File: src/rtl/sub_share_pkg.sv
// Shared types and helpers for the Sub-unit sharing arbiter.
package sub_share_pkg;

  typedef enum logic [1:0] {
    StIdle,
    StDrive,
    StResp
  } state_e;

  // Wide enough for the largest legal Sub latency (7).
  localparam int unsigned CNT_W = 3;

  function automatic int unsigned id_w(input int unsigned n);
    return (n <= 1) ? 1 : $clog2(n);
  endfunction

endpackage

File: src/rtl/sub_share_rr.sv
// Combinational round-robin picker: first set request at or after i_ptr, wrapping.
module sub_share_rr
  import sub_share_pkg::*;
#(
  parameter int unsigned N_REQ = 4,
  localparam int unsigned ID_W = id_w(N_REQ)
) (
  input  logic [N_REQ-1:0] i_req,
  input  logic [ID_W-1:0]  i_ptr,
  output logic [N_REQ-1:0] o_grant,
  output logic [ID_W-1:0]  o_idx
);

  logic [N_REQ-1:0] w_rot;
  logic [ID_W-1:0]  w_off;
  logic [ID_W:0]    w_sum;

  // Rotate so bit 0 is the requester at the pointer.
  assign w_rot = N_REQ'({i_req, i_req} >> i_ptr);

  always_comb begin
    w_off = '0;
    for (int k = N_REQ - 1; k >= 0; k--) begin
      if (w_rot[k]) w_off = ID_W'(k);
    end
  end

  always_comb begin
    w_sum = {1'b0, i_ptr} + {1'b0, w_off};
    if (w_sum >= (ID_W + 1)'(N_REQ)) w_sum = w_sum - (ID_W + 1)'(N_REQ);
  end

  assign o_idx   = w_sum[ID_W-1:0];
  assign o_grant = (|i_req) ? (N_REQ'(1) << o_idx) : '0;

endmodule

File: src/rtl/sub_share_arb.sv
// Arbitrates N_REQ one-bit requesters onto a single external Sub unit,
// one transaction in flight, round-robin fairness.
module sub_share_arb
  import sub_share_pkg::*;
#(
  parameter int unsigned N_REQ   = 4,
  parameter int unsigned SUB_LAT = 1,
  localparam int unsigned ID_W   = id_w(N_REQ)
) (
  input  logic             clk,
  input  logic             rst,
  input  logic [N_REQ-1:0] req_valid,
  input  logic [N_REQ-1:0] req_data,
  output logic [N_REQ-1:0] req_ready,
  output logic             sub_i,
  input  logic             sub_o,
  output logic             rsp_valid,
  output logic [ID_W-1:0]  rsp_id,
  output logic             rsp_data,
  input  logic             rsp_ready
);

  state_e            r_state, w_state_d;
  logic [ID_W-1:0]   r_ptr, w_ptr_d;
  logic [CNT_W-1:0]  r_cnt, w_cnt_d;
  logic              r_bit, w_bit_d;
  logic              r_rsp_data, w_rsp_data_d;
  logic [ID_W-1:0]   r_rsp_id, w_rsp_id_d;

  logic [N_REQ-1:0]  w_grant;
  logic [ID_W-1:0]   w_idx;

  sub_share_rr #(
    .N_REQ(N_REQ)
  ) u_rr (
    .i_req  (req_valid),
    .i_ptr  (r_ptr),
    .o_grant(w_grant),
    .o_idx  (w_idx)
  );

  always_ff @(posedge clk) begin
    if (rst) begin
      r_state    <= StIdle;
      r_ptr      <= '0;
      r_cnt      <= '0;
      r_bit      <= 1'b0;
      r_rsp_data <= 1'b0;
      r_rsp_id   <= '0;
    end else begin
      r_state    <= w_state_d;
      r_ptr      <= w_ptr_d;
      r_cnt      <= w_cnt_d;
      r_bit      <= w_bit_d;
      r_rsp_data <= w_rsp_data_d;
      r_rsp_id   <= w_rsp_id_d;
    end
  end

  always_comb begin
    w_state_d    = r_state;
    w_ptr_d      = r_ptr;
    w_cnt_d      = r_cnt;
    w_bit_d      = r_bit;
    w_rsp_data_d = r_rsp_data;
    w_rsp_id_d   = r_rsp_id;
    req_ready    = '0;
    sub_i        = 1'b0;
    rsp_valid    = 1'b0;
    unique case (r_state)
      StIdle: begin
        // The grant always targets a valid requester, so any request is a handshake.
        req_ready = w_grant;
        if (|req_valid) begin
          w_bit_d    = req_data[w_idx];
          w_rsp_id_d = w_idx;
          w_cnt_d    = CNT_W'(SUB_LAT);
          w_state_d  = StDrive;
        end
      end
      StDrive: begin
        sub_i = r_bit;
        if (r_cnt == '0) begin
          w_rsp_data_d = sub_o;
          w_state_d    = StResp;
        end else begin
          w_cnt_d = r_cnt - 1'b1;
        end
      end
      StResp: begin
        sub_i     = r_bit;
        rsp_valid = 1'b1;
        if (rsp_ready) begin
          w_ptr_d   = (r_rsp_id == ID_W'(N_REQ - 1)) ? '0 : r_rsp_id + 1'b1;
          w_state_d = StIdle;
        end
      end
      default: w_state_d = StIdle;
    endcase
  end

  assign rsp_id   = r_rsp_id;
  assign rsp_data = r_rsp_data;

endmodule

File: config.mk
export PLATFORM = sky130hd
export DESIGN_NAME = sub_share_arb
export DESIGN_NICKNAME = d
export VERILOG_FILES = /design/src/rtl/sub_share_pkg.sv /design/src/rtl/sub_share_rr.sv /design/src/rtl/sub_share_arb.sv
export SDC_FILE = /design/constraint.sdc
export NUM_CORES = 1
export LEC_CHECK = 0
export BUFFER_PORTS_ARGS = -buffer_cell sky130_fd_sc_hd__buf_2
export CAP_MARGIN = 25
export CORE_UTILIZATION = 54
export CTS_BUF_LIST = sky130_fd_sc_hd__clkbuf_8
export DETAILED_ROUTE_END_ITERATION = 6
export HOLD_SLACK_MARGIN = 0.03
export PLACE_DENSITY_LB_ADDON = 0.08
export RECOVER_POWER = 25
export SLEW_MARGIN = 30
export SYNTH_ARGS = -nofsm -noshare
export SYNTH_HDL_FRONTEND = slang
export SYNTH_SLANG_ARGS = --single-unit
File: constraint.sdc
create_clock -name clk -period 3.53 [get_ports clk]
set_input_delay 0.8825 -clock clk [delete_from_list [all_inputs] [get_ports clk]]
set_output_delay 0.8825 -clock clk [all_outputs]
set_load 0.02 [all_outputs]
======== After elaboration in Yosys (flattened, before gate mapping) ========
Cells that the tools add are included.
word-level totals
  word-level logic and storage cells ...... 50
  register bits after elaboration ......... 11
  input port bits ......................... 12
operators by class
  muxes and demuxes ....................... 19
  reductions and logical operators ........ 10
  equal/unequal tests ..................... 7
  magnitude comparators ................... 2
  $add $sub $neg .......................... 4
  shift operators ......................... 2
operators by type and width
  kind                                                        count
  two-way mux 2 bit                                           9
  two-way mux 4 bit                                           2
  inequality test 2 bit, second input constant                4
  right shift 8 x 2 -> 4 bit                                  1
  two-way mux 3 bit                                           2
  case mux 2 bit (3 select lines)                             1
  case mux 3 bit (2 select lines)                             1
  AND reduction 2 bit                                         3
  AND reduction 3 bit                                         2
  == test 2 bit, second input constant                        2
  OR reduction 4 bit                                          1
  left shift 1 x 2 -> 4 bit, first input constant             1
  adder 2 x 2 -> 3 bit                                        1
  greater-or-equal comparator 3 bit, second input constant    1
  zero test 3 bit                                             1
  less-than comparator 2 x 3 -> 1 bit, second input constant  1
  two-way mux 1 bit                                           3
  subtractor 3 x 1 -> 3 bit, second input constant            1
  adder 2 x 1 -> 2 bit, second input constant                 1
  binary-select mux 1 bit (select 2 bit)                      1
  == test 2 x 1 -> 1 bit, second input constant               1
  zero test 2 bit                                             1
  nonzero test 2 bit                                          1
  OR reduction 2 bit                                          1
  subtractor 2 x 1 -> 2 bit, second input constant            1

======== Logic depth before layout (Yosys ltp) ========
  word-level depth ........................ 11
  depth in mapped cells ................... 9
  mapped depth without buffers ............ 9

======== By module ========
Synthesis repeated with hierarchy kept, for this count alone.
second synthesis, totals
  cells, all modules ...................... 113
  area, all modules ....................... 992.2 sq um
by module, submodules not included
  module         cells each  area each (sq um)  times used  seq. area each (sq um)
  sub_share_arb  74          695.7              1           220.2
  sub_share_rr   39          296.5              1           0.0

======== Worst setup path before layout ========
OpenSTA, ideal clock, no wires.
  kind .................................... input-to-output
  from .................................... input req_valid[2]
  to ...................................... output req_ready[2]
  setup slack ............................. -0.163 ns
  arrival ................................. 2.811 ns
  required time ........................... 2.648 ns
  cell stages on the path ................. 7
  cell sequence ........................... buf_4 > or4_2 > o211ai_1 > ha_1 > xnor2_1 > xnor2_1 > nor3_1
on the way
  cells in the longest elaborated chain, start to end .. 11
  elaborated cells on any way between the ends .. 13
  those cells by class .................... add/sub (2); order compare (1); shift (2); mux (7); reduce/logical (1)
ends and longest elaborated chain
  element                                                                         line                 RTL
  from (decl)                                                                     sub_share_arb.sv:12  input logic [N_REQ-1:0] req_valid,
  right shift 8 x 2 -> 4 bit                                                      sub_share_rr.sv:19   assign w_rot = N_REQ'({i_req, i_req} >> i_ptr);
  two-way mux 2 bit (4 in series)                                                 sub_share_rr.sv:24   if (w_rot[k]) w_off = ID_W'(k);
  adder 2 x 2 -> 3 bit                                                            sub_share_rr.sv:29   w_sum = {1'b0, i_ptr} + {1'b0, w_off};
  greater-or-equal comparator 3 bit or subtractor 2 x 1 -> 2 bit (tied branches)  sub_share_rr.sv:30   if (w_sum >= (ID_W + 1)'(N_REQ)) w_sum = w_sum - (ID_W + 1)'(N_REQ);
  two-way mux 2 bit                                                               sub_share_rr.sv:30
  left shift 1 x 2 -> 4 bit                                                       sub_share_rr.sv:34   assign o_grant = (|i_req) ? (N_REQ'(1) << o_idx) : '0;
  two-way mux 4 bit (*)                                                           sub_share_rr.sv:34
  two-way mux 4 bit (*)                                                           sub_share_arb.sv:70  unique case (r_state)
  to (decl)                                                                       sub_share_arb.sv:14  output logic [N_REQ-1:0] req_ready,
Mark *: on every way between the ends. The rest lies on a longest branch, timed or not.

======== Worst setup path after layout ========
  from .................................... input req_valid[2]
  to ...................................... output req_ready[0]
Same word-level chain as after synthesis.

==> results.yml <==
placed_design:
  gp_congestion: 0.839
  place.port_buffers: 20
  dp_hpwl_mm: 1.53
worst_setup_path:
  cp_common_cell: "buf_6"
  cp.arrival_ns: 2.58
  path_cells: "buf_6, buf_6, o311a_4, o211ai_1, ha_2, xnor2_4, xnor2_2, nor3b_4, buf_6"
  cp-start-kind: "input pin"
  crit_path_end_kind: "output pin"
  critPathSlowestCell: "o311a_4"
  crit_type: "input pin to output pin"
  cp_slowest_stage_delay_ns: 0.29
  critPathMaxFanout: 4
  required_ns: 2.65
route:
  firstDrtPassIters: 4
  vias: 892
  wl_per_cell_um: 15.1
  drt-initial-drc-count: 37
  wl_mm: 2.29
  vias_per_cell: 5.87
  drc: 0
  ant_nets: 0
clock_tree:
  cts_root_buf: "clkbuf_8"
  clk_pin_slew_ns: 0.05
  tritoncts: "built"
  insertion_delay_ns: 0.25
  cts_sinks: 11
  cts_inserted_buffers: 3
  htree_levels: 1
  cts_buffer_depth: 2
finish:
  fin_nets: 157
  multiInputGateArea_um2: 626
  drive_gt1_share_pct: 34.3
  syn_to_final_growth_pct: 35.8
  fillers: 82
  diodes: 0
  register_area_um2: 220
synthesis:
  synthArstFlopShare_pct: 0
  ys_seq_elements: 11
  synth.most_common_cell: "nor2_1"
  ys.flop_type: "dfxtp_1"
  synth_cell_types: 35
  ys_top_cells_by_count: "17 x nor2_1, 11 x dfxtp_1, 10 x nand2_1, 7 x ha_1"
  synthesis.area_um2: 852
  synth.area.top_cells: "dfxtp_1 26%, ha_1 10%, nor2_1 7.5%"
  synth_fp_nets: 123
  synth_area_leader_cell: "dfxtp_1"
  syn-instance-count: 104
  ys_warn_count: 0
  synth_edf_count: 0
  syn-mean-instance-area_um2: 8.19
  netlist.area_leader.share_pct: 25.8
  ys_seq_area_share_pct: 25.8
pwr:
  p_int_mw: 0.442
  irDropWorstVdd_v: 0.000544
  p_sw_mw: 0.354
  power_frac_clock_pct: 16.4
  power_density_mw_per_mm2: 688
  power_mw: 0.796
  p_seq_share_pct: 26.0
  p_comb_share_pct: 57.7
  swShare_pct: 44.5
  power_leakage_nw: 0.544
global_routing:
  grt_max_degree: 13
  grt_pass1_vias: 845
  grt_use_total_pct: 27.1
  gr-usage-met1_pct: 32.0
  grt_overflow: 0
  use_met3_pct: 3.91
  grt.busiest_layer: "met2"
  met2_usage_pct: 50.0
  grt_pass1_wl_mm: 3.66
  antenna_found_initial: 0
timing:
  worst_hold_slack_ns: 0.505
  fin_crit_ns: 3.46
  finalCritPeriodShare_pct: 98.1
  fmax_ghz: 0.289
  worst_clock_skew_ns: 0.00704
  slew_viol_final: 0
  tightest_slew_ns: 0.482
  final-hold-violation-count: 0
  setup_viol: 0
  rsz0062_at_grt: "true"
  relSlewSlack_pct: 67.8
die:
  die-area_mm2: 0.00174
  start_util_pct: 61.6
  coreArea_mm2: 0.00138
  die_y_um: 41.7
  die_w_um: 41.7
  pin_count: 21
  num_rows: 13
run:
  maxCapViolCount: 0
min_path:
  hold_path.class: "flop to flop"
status:
  status: "complete, no violations"
cell families (layout without fill, tap and decap cells):
logic type                 count (synthesis)  after routing  share of synthesized area, %
AOI/OAI and AO/OA                         16             16                          16.9
xor gates and xnor gates                   4              4                          4.11
adders and majority gates                  7              7                          10.3
buffers and inverters                     11             44                          7.19
DFF                                       11             11                          25.8
muxes                                      6              6                          7.05
and+or+nand+nor                           49             49                          28.6
placed cells by master, fill, tap and decap left out, types with 2 or more instances in the layout:
master	netlist	routed
nor2_1	17	17
buf_2	1	15
buf_4	1	13
dfxtp_1	11	11
nand2_1	10	10
inv_1	6	6
mux2i_1	6	6
ha_1	7	6
nand2b_1	5	5
a21oi_1	4	4
buf_6	2	4
nand3_1	3	3
nor3_1	4	3
clkbuf_8	0	3
o211ai_1	2	2
a211oi_1	2	2
xor2_1	2	2
clkbuf_1	1	2
final timing paths:
| path | start | endpoint | slack, ns | cells past startpoint |
|---|---|---|---|---|
| hold / removal | rsp_data | rsp_data | 0.50 | 2 |
| setup reg to reg | r_ptr[0] | r_bit | 1.15 | 8 |
| hold reg to reg | rsp_data | rsp_data | 0.50 | 2 |
| setup / recovery | req_valid[2] | req_ready[0] | 0.07 | 9 |
cell type report:
cell class                 count  area share (%)
clock inverter                 1           0.324
multi-input combinational     82            54.1
timing repair buffer          34            19.5
inverter                       6            1.95
sequential                    11            19.0
clock buffer                   3            3.57
tap                           15            1.62
registers in the layout, indices dropped and copies added (netlist names):
register  count
rsp_id        2
r_state       2
rsp_data      1
r_ptr         2
r_cnt         3
r_bit         1
power by group through the flow:
stage               Clock (mW)  Sequential, mW  Combinational, mW
floorplan                    0           0.204              0.313
global placement             0           0.201              0.400
detailed placement           0           0.204              0.413
CTS                      0.127           0.204              0.441
global route             0.136           0.212              0.504
finish                   0.130           0.207              0.459
critical path: cells and delay by family:
family | cells | cell delay (ns)
xor gates and xnor gates | 2 | 0.32
buffers and inverters | 3 | 0.34
AOI/OAI and AO/OA | 2 | 0.51
and+or+nand+nor | 1 | 0.23
adders and majority gates | 1 | 0.29
what timing repair did:
item	4_1_cts	5_1_grt
setup buffers	4	3
hold endpoints to repair	0	0
hold buffers	0	0
pin swaps	3	4
resized for setup	7	4
setup endpoints to repair	2	4
per-stage QoR:
| step | utilization, % | TNS (ns) | cell area [um2] | std cells | setup WS (ns) |
|---|---|---|---|---|---|
| 6_report | 83.7 | 0 | 1160 | 152 | 0.0679 |
| 5_1_grt | 83.7 | -0.0678 | 1160 | 152 | -0.0513 |
| 4_1_cts | 81.4 | 0 | 1120 | 149 | 0.00853 |
| 3_5_place_dp | 73.3 | -0.180 | 1010 | 141 | -0.118 |
| 3_3_place_gp | 73.3 | -0.0569 | 1010 | 141 | -0.0535 |
| 2_1_floorplan | - | 0 | 881 | 104 | 0.00976 |
metal layers:
metal,vias up,share of wire [%]
met4,0,1.7
met2,39,50
met3,7,4.7
met1,418,43
li1,428,-
met5,-,0
(Power assumes the default switching activity.)
